`src/rtl/jump_pkg.sv`:
```
// jump_pkg: shared constants for the jump sequencer.
//   OP_*   : 3-bit sequencing op encoding presented on i_op
//   FLAG_* : default bit positions in the status-flag word
package jump_pkg;

  localparam logic [2:0] OP_NOP  = 3'b000;
  localparam logic [2:0] OP_JMP  = 3'b001;
  localparam logic [2:0] OP_JC   = 3'b010;
  localparam logic [2:0] OP_CALL = 3'b011;
  localparam logic [2:0] OP_RET  = 3'b100;

  localparam int FLAG_Z = 0;
  localparam int FLAG_C = 1;
  localparam int FLAG_N = 2;

endpackage

```
`src/rtl/ret_stack.sv`:
```
// ret_stack: LIFO of return addresses.
//   clk, rst      : clock, synchronous active-high reset (clears count only)
//   push, pop     : push wins if both asserted; push-when-full and
//                   pop-when-empty are ignored
//   push_data     : value written on a push
//   top_data      : current top entry (meaningful only when !empty)
//   empty, full   : occupancy status
//   count         : number of valid entries
module ret_stack #(
  parameter int W     = 8,
  parameter int DEPTH = 4
) (
  input  logic                       clk,
  input  logic                       rst,
  input  logic                       push,
  input  logic                       pop,
  input  logic [W-1:0]               push_data,
  output logic [W-1:0]               top_data,
  output logic                       empty,
  output logic                       full,
  output logic [$clog2(DEPTH+1)-1:0] count
);

  localparam int CNT_W = $clog2(DEPTH + 1);
  localparam int IDX_W = (DEPTH > 1) ? $clog2(DEPTH) : 1;

  logic [W-1:0]     mem [DEPTH];
  logic [CNT_W-1:0] cnt;
  logic [CNT_W-1:0] top_cnt;
  logic             do_push;
  logic             do_pop;

  assign empty   = (cnt == '0);
  assign full    = (cnt == CNT_W'(DEPTH));
  assign count   = cnt;
  assign do_push = push && !full;
  assign do_pop  = pop && !empty && !do_push;

  // Entry count-1 is the top; the write slot is entry count.
  assign top_cnt  = cnt - CNT_W'(1);
  assign top_data = mem[top_cnt[IDX_W-1:0]];

  always_ff @(posedge clk) begin
    if (rst) begin
      cnt <= '0;
    end else if (do_push) begin
      cnt <= cnt + CNT_W'(1);
    end else if (do_pop) begin
      cnt <= cnt - CNT_W'(1);
    end
  end

  // Storage is not reset; entries above count are never read.
  always_ff @(posedge clk) begin
    if (do_push) begin
      mem[cnt[IDX_W-1:0]] <= push_data;
    end
  end

endmodule

```
`src/rtl/jump_sequencer.sv`:
```
// jump_sequencer: program counter, status-flag register and return stack.
// Each enabled cycle one op (NOP/JMP/JC/CALL/RET) is evaluated and the PC
// updated; all outputs are registered.
//   i_clk, i_rst  : clock, synchronous active-high reset
//   i_en          : evaluate i_op this cycle
//   i_op          : sequencing op (jump_pkg::OP_*)
//   i_cond_sel    : flag index tested by JC (>= FLAG_W never taken)
//   i_cond_inv    : JC polarity, 1 = jump when flag clear
//   i_target      : jump / call destination
//   i_flag_we     : load i_flags into the flag register
//   i_flags       : new status flags
//   o_pc          : program counter
//   o_flags       : registered flags
//   o_jump        : one-cycle pulse when the last enabled op redirected PC
//   o_stack_empty : return stack empty
//   o_stack_full  : return stack full
//   o_fault       : sticky stack overflow/underflow, cleared by reset only
module jump_sequencer
  import jump_pkg::*;
#(
  parameter int ADDR_W      = 8,
  parameter int FLAG_W      = 3,
  parameter int STACK_DEPTH = 4
) (
  input  logic                                   i_clk,
  input  logic                                   i_rst,
  input  logic                                   i_en,
  input  logic [2:0]                             i_op,
  input  logic [((FLAG_W > 1) ? $clog2(FLAG_W) : 1)-1:0] i_cond_sel,
  input  logic                                   i_cond_inv,
  input  logic [ADDR_W-1:0]                      i_target,
  input  logic                                   i_flag_we,
  input  logic [FLAG_W-1:0]                      i_flags,
  output logic [ADDR_W-1:0]                      o_pc,
  output logic [FLAG_W-1:0]                      o_flags,
  output logic                                   o_jump,
  output logic                                   o_stack_empty,
  output logic                                   o_stack_full,
  output logic                                   o_fault
);

  localparam int CNT_W = $clog2(STACK_DEPTH + 1);

  // Wrapping increment used for both the step and the pushed return address.
  function automatic logic [ADDR_W-1:0] pc_wrap_inc(input logic [ADDR_W-1:0] pc);
    return pc + ADDR_W'(1);
  endfunction

  logic [ADDR_W-1:0] pc_inc;
  logic [ADDR_W-1:0] pc_nxt;
  logic              jump_nxt;
  logic              fault_set;
  logic              push;
  logic              pop;
  logic [ADDR_W-1:0] top_data;
  logic [CNT_W-1:0]  stack_count;
  logic              flag_bit;
  logic              cond_taken;

  ret_stack #(
    .W     (ADDR_W),
    .DEPTH (STACK_DEPTH)
  ) u_ret_stack (
    .clk       (i_clk),
    .rst       (i_rst),
    .push      (push),
    .pop       (pop),
    .push_data (pc_inc),
    .top_data  (top_data),
    .empty     (o_stack_empty),
    .full      (o_stack_full),
    .count     (stack_count)
  );

  assign pc_inc = pc_wrap_inc(o_pc);

  // Condition mux over the flag value held before this edge; an
  // out-of-range select yields "not taken" independent of polarity.
  always_comb begin
    flag_bit   = 1'b0;
    cond_taken = 1'b0;
    for (int i = 0; i < FLAG_W; i++) begin
      if (32'(i_cond_sel) == 32'(i)) begin
        flag_bit   = o_flags[i];
        cond_taken = flag_bit ^ i_cond_inv;
      end
    end
  end

  always_comb begin
    pc_nxt    = pc_inc;
    jump_nxt  = 1'b0;
    fault_set = 1'b0;
    push      = 1'b0;
    pop       = 1'b0;
    if (i_en) begin
      case (i_op)
        OP_JMP: begin
          pc_nxt   = i_target;
          jump_nxt = 1'b1;
        end
        OP_JC: begin
          if (cond_taken) begin
            pc_nxt   = i_target;
            jump_nxt = 1'b1;
          end
        end
        OP_CALL: begin
          if (o_stack_full) begin
            fault_set = 1'b1;
          end else begin
            push     = 1'b1;
            pc_nxt   = i_target;
            jump_nxt = 1'b1;
          end
        end
        OP_RET: begin
          if (o_stack_empty) begin
            fault_set = 1'b1;
          end else begin
            pop      = 1'b1;
            pc_nxt   = top_data;
            jump_nxt = 1'b1;
          end
        end
        default: begin
          pc_nxt = pc_inc;
        end
      endcase
    end else begin
      pc_nxt = o_pc;
    end
  end

  always_ff @(posedge i_clk) begin
    if (i_rst) begin
      o_pc    <= '0;
      o_flags <= '0;
      o_jump  <= 1'b0;
      o_fault <= 1'b0;
    end else begin
      o_pc   <= pc_nxt;
      o_jump <= jump_nxt;
      if (fault_set) begin
        o_fault <= 1'b1;
      end
      if (i_flag_we) begin
        o_flags <= i_flags;
      end
    end
  end

endmodule
```
`config.mk`:
```
export PLATFORM = sky130hd
export DESIGN_NAME = jump_sequencer
export DESIGN_NICKNAME = d
export VERILOG_FILES = /design/src/rtl/jump_pkg.sv /design/src/rtl/ret_stack.sv /design/src/rtl/jump_sequencer.sv
export SDC_FILE = /design/constraint.sdc
export NUM_CORES = 1
export LEC_CHECK = 0
export BUFFER_PORTS_ARGS = -buffer_cell sky130_fd_sc_hd__buf_2
export CORE_MARGIN = 1.5
export CORE_UTILIZATION = 40
export CTS_BUF_LIST = sky130_fd_sc_hd__clkbuf_16
export CTS_CLUSTER_SIZE = 24
export DETAILED_ROUTE_END_ITERATION = 8
export HOLD_SLACK_MARGIN = 0.15
export PLACE_DENSITY_LB_ADDON = 0.1
export SLEW_MARGIN = 20
export SYNTH_ARGS = -nofsm -noshare
export SYNTH_HDL_FRONTEND = slang
export SYNTH_SLANG_ARGS = --single-unit
```
`constraint.sdc`:
```
create_clock -name i_clk -period 2.7 [get_ports i_clk]
set_input_delay 0.135 -clock i_clk [delete_from_list [all_inputs] [get_ports i_clk]]
set_output_delay 0.135 -clock i_clk [all_outputs]
set_load 0.05 [all_outputs]
```
Word level (Yosys, flattened, before mapping):

Memories as Yosys holds them, arrays and structs flattened.
Index checks and enable logic that the tools add are counted.

* flip-flop bits (word level): 16
* bits in writable memories: 32
* input bits: 21
* memories kept: 1

* add/sub/neg operators: 3
* eq/ne operators: 7
* multiplexer cells: 23
* bitwise logic cells: 4
* reduce and logical (&&, ||, !) cells: 10

Memories
* u_ret_stack.mem: words 4, width 8, read ports 1, clocked after memory_dff 0, write ports 1, RTL line ret_stack.sv:27 `logic [W-1:0] mem [DEPTH];`

Operators by type and width (count)
* $pmux 8 s4: 1
* $mux 8: 3
* $mux 1: 15
* $add 8x1->8 const B: 1
* $eq 3x2->1 const B: 2
* $eq 3x3->1 const B: 2
* $mux 3: 2
* $pmux 1 s4: 1
* $add 3x1->3 const B: 1
* $eq 3x1->1 const B: 1
* $logic_and 1x1->1: 3
* $logic_not 1->1: 3
* $logic_not 3->1: 1
* $sub 3x1->3 const B: 1
* $xor 1x1->1: 3
* $eq 2x1->1 const B: 1
* $eq 2x2->1 const B: 1
* $logic_not 2->1: 1
* $pmux 1 s2: 1
* $reduce_bool 2->1: 1
* $reduce_or 2->1: 1
* $not 1->1: 1

Logic depth before layout (Yosys ltp):

* word-level depth: 9
* gate-level depth with buffers: 9
* mapped depth without buffers: 7

Hierarchy:

From an unflattened synthesis, not the netlist that was laid out.

* cells, all modules: 191
* area total of the unflattened synthesis: 2387.3 um2

Modules (own cells, without submodules)
* ret_stack: instances 1, cells an instance 75, area an instance 1450.1 um2
* jump_sequencer: instances 1, cells an instance 116, area an instance 937.1 um2

Worst setup path after synthesis:

OpenSTA, ideal clock, no wires.

* path kind: register -> register
* start point: register u_ret_stack.cnt[0], in the netlist u_ret_stack.count[0]
* end point: register o_pc[5]
* library setup time: 0.122 ns
* arrival time: 2.539 ns
* slack: 0.039 ns
* stages on the path, launching flop included: 9
* period minus slack after synthesis: 2.661 ns
* path through: dfxtp_1 -> buf_4 -> inv_1 -> ha_1 -> nor2b_1 -> nor2_2 -> and3_1 -> a221o_1 -> a221o_1

RTL lines
* start, declared: RTL line ret_stack.sv:28 `logic [CNT_W-1:0] cnt;`
* start signal, assigned: RTL line ret_stack.sv:47 `cnt <= cnt + CNT_W'(1);`
* start signal, assigned: RTL line ret_stack.sv:49 `cnt <= cnt - CNT_W'(1);`
* $logic_not 3->1: RTL line ret_stack.sv:33 `assign empty = (cnt == '0);`
* via o_stack_empty: RTL line jump_sequencer.sv:37 `output logic o_stack_empty,`
* $mux 8: RTL line jump_sequencer.sv:118 `if (o_stack_empty) begin`
* $pmux 8 s4: RTL line jump_sequencer.sv:97 `case (i_op)`
* end signal, assigned: RTL line jump_sequencer.sv:142 `o_pc <= pc_nxt;`
* end, declared: RTL line jump_sequencer.sv:34 `output logic [ADDR_W-1:0] o_pc,`

The timed path passes the listed nets, and every way through them passes these cells.
A chain may end at the register's enable or synchronous reset.

Final worst setup path:

* start point: register u_ret_stack.cnt[1], in the netlist u_ret_stack.count[1]
* end point: register o_pc[2]

* longest elaborated chain between the ends: 4

RTL lines
* $sub 3x1->3: RTL line ret_stack.sv:40 `assign top_cnt = cnt - CNT_W'(1);`
* $mem_v2 4x8
* $mux 8: RTL line jump_sequencer.sv:118
* $pmux 8 s4 *: RTL line jump_sequencer.sv:97

Every way passes the cells marked *; elsewhere a longest branch is shown, timed or not.

==> out/summary.md <==
The flow ran to the end, and the final reports show no timing, DRC or antenna violations. Synthesis handed over a netlist of 182 instances. The power share of the sequential group was 46.6%; the post-route minimum period was 2224 ps. Number of H-tree branching levels: 2. The initial utilization of the core area, before any placement, comes to 41.84%. Combinational logic burns 14.3% of the power. The logs give 480 ps for the minimum setup slack among reg-to-reg paths and 1.337 mW for the cell internal power dissipation. In this run the tool buffered the top-level ports with 35 buffer cells. The number of sinks on the clock net came out at 48. The category of the worst setup path launch point is a register. For the setup total negative slack, the log shows 0 ps. The startpoint identified for the worst hold timing path is i_flag_we.

Of all nets on the critical path, the largest fanout is 9. Wires add up to 5.062 mm. Entering global routing, the biggest net connects 16 pins. For this design the ratio of total power to cell area is 620.7 nW/µm². The run gives 0.8235 as the routability congestion estimate. Beginning of the worst register-to-register path: u_ret_stack.count[1]$_SDFFE_PP0P_.

Summing over every cut layer, the via total after detailed routing is 1663. The first routing iteration left 71 violations. The count of inserted antenna diode cells was 0; the post-detailed-route wirelength per cell was 16.60 µm. Net switching is 24.64% of the power.

For this run, the post-layout net count is 259. The number of max-capacitance violations reported was 0. For this design the top-level I/O count stands at 36. The logs give 166.1 ps for the worst hold slack and 2870 ps for the data required time at the worst endpoint. For the area of the die, the log shows 6298 µm².

TritonCTS built the clock tree. The capture point of the worst reg-to-reg path was o_pc[2]$_SDFFE_PP0P_. For the worst setup path, the data arrival time is 2400 ps. In this run the horizontal extent of the chip is 79.36 µm. After detailed routing, the number of remaining DRC violations is 0. The pin slew with the least headroom to its limit was 534.1 ps. The number of hold violations in the final report was 0; the fraction of synthesis flops using an asynchronous set or reset pin was 0%. The logs give 6.866 ps for the worst clock skew and 0.0003226 V for the maximum vdd drop.

The remaining global-route overflow was 0; the maximum number of buffers from clock root to sink was 2. The tree is rooted in a sky130_fd_sc_hd__clkbuf_16. Clock tree synthesis inserted a total of 5 buffers. The Yosys step of the flow raised 0 warnings. The remaining antenna violation count is 0, and the leakage power is 1.094 nW. Setup violations remaining at the end of the flow were counted as 0. Counting flops and latches in the post-synthesis netlist gives 48. The tools report the number of placed cells counting well taps as 286. By area the synthesized netlist is led by sky130_fd_sc_hd__edfxtp_1, sky130_fd_sc_hd__dfxtp_1, sky130_fd_sc_hd__mux4_2.

Dividing the detail-routed via count by the number of cells gives 5.452. In this run the power spent charging and discharging nets is 437.2 µW. STA classifies the critical path endpoint as a register. sky130_fd_sc_hd__edfxtp_1 takes more of the synthesized area than any other cell.

Among all flip-flop cells after synthesis, the most frequent one is sky130_fd_sc_hd__edfxtp_1. The later pin in the worst-skew pair is clocked with a latency of 280 ps. For the mapped cell area, the log shows 2332 µm². Static timing analysis puts the maximum clock frequency at 0.4496 GHz. The first detailed-routing pass ran for 4 iterations.

The first global-routing pass estimated 8.231 mm of wire. The via count of the first global-routing pass came out at 1675. The clock transition at the registers of the reported paths was 60 ps; the fraction of final layout cells with drive strength greater than 1 was 24.89%. Chip height: 79.36 µm. The count of placed standard cells in the final layout, fillers left out was 305; the layout overhead on the synthesized area was 22.59%. The floorplan step defined a core boundary enclosing 5574 µm². After detailed placement, the total cell area comes to 2581 µm². In this run, synthesis inferred 32 flip-flops with an integrated enable.

Of the synthesized area, sequential elements account for 54.94%. The run gives 27 as the standard-cell row count. Capture endpoint of the worst hold path: o_flags[0]$_SDFFE_PP0P_. Measured in cells, the most critical reg-to-reg path has a length of 7. Dividing the final minimum period by the clock period gives 82.38%. The worst setup path is of the reg -> reg kind. The netlist uses 50 different library cells. The final HPWL from detailed placement came out at 3.652 mm. In this run the biggest area consumer among cell types represents 41.20% of the synthesized area.

Worst hold path class: in -> reg. The run gives 0 as the number of pins exceeding their max-slew limit in the final report. The run gives 2859 µm² as the final design instance area without fill. The number of instances on the worst hold path works out to 3. Global routing used 17.42% of the available tracks across all layers.

The run gives 0 as the initial antenna violation count. Counting every net in the synthesized netlist gives 209. The worst pin sits at a relative slew slack of 64.14%. After synthesis, the mean cell area works out to 12.81 µm². Setup repair after global routing left no endpoint under its margin. The relative contribution of the clock network to total power is 39.1%.
routing by layer:
layer / track usage (%) / part of all wire (%)
met1: 22.77 / 46
met2: 28.80 / 49
met3: 3.678 / 4.2
met4: 5.789 / 1.1
met5: 0 / 0
cells in the mapped netlist (all sizes together) (3+ instances only):
cell type / number
nor2: 17
a22oi: 3
xnor2: 8
and2: 7
o21ai: 7
a31oi: 3
inv: 6
nand3: 4
mux4: 8
buf: 4
a221o: 7
nand2: 8
nor3: 4
dfxtp: 16
and3: 5
mux2i: 7
a21oi: 4
edfxtp: 32
ha: 6
cells by family (layout without fill, tap and decap cells):
kind of cell | after synthesis | count (layout) | share of synthesized area (%)
xor+xnor | 10 | 10 | 3.756
mux | 16 | 16 | 11.53
simple gates | 57 | 57 | 13.09
compound gates | 34 | 34 | 11.16
fa+ha+maj | 6 | 6 | 3.219
flops | 48 | 48 | 54.94
buf+inv | 11 | 62 | 2.306
worst max path at each step:
stage	startpoint	slack (ps)	to	cells after the start
after floorplan	u_ret_stack.count[0]$_SDFFE_PP0P_	40	o_pc[5]$_SDFFE_PP0P_	8
after global placement	u_ret_stack.count[1]$_SDFFE_PP0P_	580	o_pc[6]$_SDFFE_PP0P_	6
after detailed placement	u_ret_stack.count[1]$_SDFFE_PP0P_	500	o_pc[5]$_SDFFE_PP0P_	6
after CTS	u_ret_stack.count[1]$_SDFFE_PP0P_	480	o_pc[2]$_SDFFE_PP0P_	7
after global routing	u_ret_stack.count[1]$_SDFFE_PP0P_	320	u_ret_stack.mem[2][0]$_DFFE_PP_	5
final	u_ret_stack.count[1]$_SDFFE_PP0P_	480	o_pc[2]$_SDFFE_PP0P_	7
metrics by stage:
step                      total power, mW  util, %  setup slack, ps
after global routing                1.846    51.29            323.2
after CTS                           1.792    51.29            480.5
after floorplan                     1.010        -            39.22
after global placement              1.078    46.31            575.2
after detailed placement            1.085    46.31            501.8
final                               1.775    51.29            475.8
worst max-delay path, stage by stage, from the launching register on:
cell                      delay [ps]
sky130_fd_sc_hd__dfxtp_1         380
sky130_fd_sc_hd__inv_1           110
sky130_fd_sc_hd__ha_1            550
sky130_fd_sc_hd__mux4_2          360
sky130_fd_sc_hd__nor4b_1         160
sky130_fd_sc_hd__a311o_1         340
sky130_fd_sc_hd__a31oi_1         140
sky130_fd_sc_hd__o21ai_1          70
registers in the layout, summed over array words and instances (netlist names):
signal / cells
o_pc: 8
u_ret_stack.count: 3
o_jump: 1
u_ret_stack.mem: 32
o_flags: 3
o_fault: 1
what timing repair did:
item | CTS | global route
setup buffers | 0 | 0
gates resized for setup | 0 | 0
hold buffers | 11 | 0
hold endpoints to repair | 11 | 0
setup endpoints to repair | 0 | 0
placed cells by master (no fill, tap or decap), types with 4 or more instances in the layout:
cell type	instances
sky130_fd_sc_hd__dlygate4sd3_1	11
sky130_fd_sc_hd__dfxtp_1	16
sky130_fd_sc_hd__a221o_1	7
sky130_fd_sc_hd__inv_1	6
sky130_fd_sc_hd__and3_1	5
sky130_fd_sc_hd__xnor2_1	8
sky130_fd_sc_hd__o21ai_1	4
sky130_fd_sc_hd__mux2i_1	6
sky130_fd_sc_hd__a21oi_1	4
sky130_fd_sc_hd__buf_2	35
sky130_fd_sc_hd__nor2_1	16
sky130_fd_sc_hd__clkbuf_16	5
sky130_fd_sc_hd__mux4_2	8
sky130_fd_sc_hd__ha_1	6
sky130_fd_sc_hd__nand2_1	8
sky130_fd_sc_hd__and2_1	6
sky130_fd_sc_hd__nand3_1	4
sky130_fd_sc_hd__nor3_1	4
sky130_fd_sc_hd__edfxtp_1	32
power by group through the flow:
stage | Combinational (mW) | Clock (mW) | Sequential [mW]
after floorplan | 0.132 | 0 | 0.878
after global placement | 0.237 | 0 | 0.842
after detailed placement | 0.241 | 0 | 0.844
after CTS | 0.255 | 0.709 | 0.828
after global routing | 0.275 | 0.741 | 0.830
final | 0.254 | 0.694 | 0.827
layout make-up:
class	instances	area (µm²)
clock buffers	5	125.1
clock inverters	3	42.54
fillers	506	2715
inverters	6	22.52
multi-input cells	123	997.2
flip-flops and latches	48	1281
well taps	72	90.09
repair buffers	48	300.3
Power figures use the tool's default switching activity.
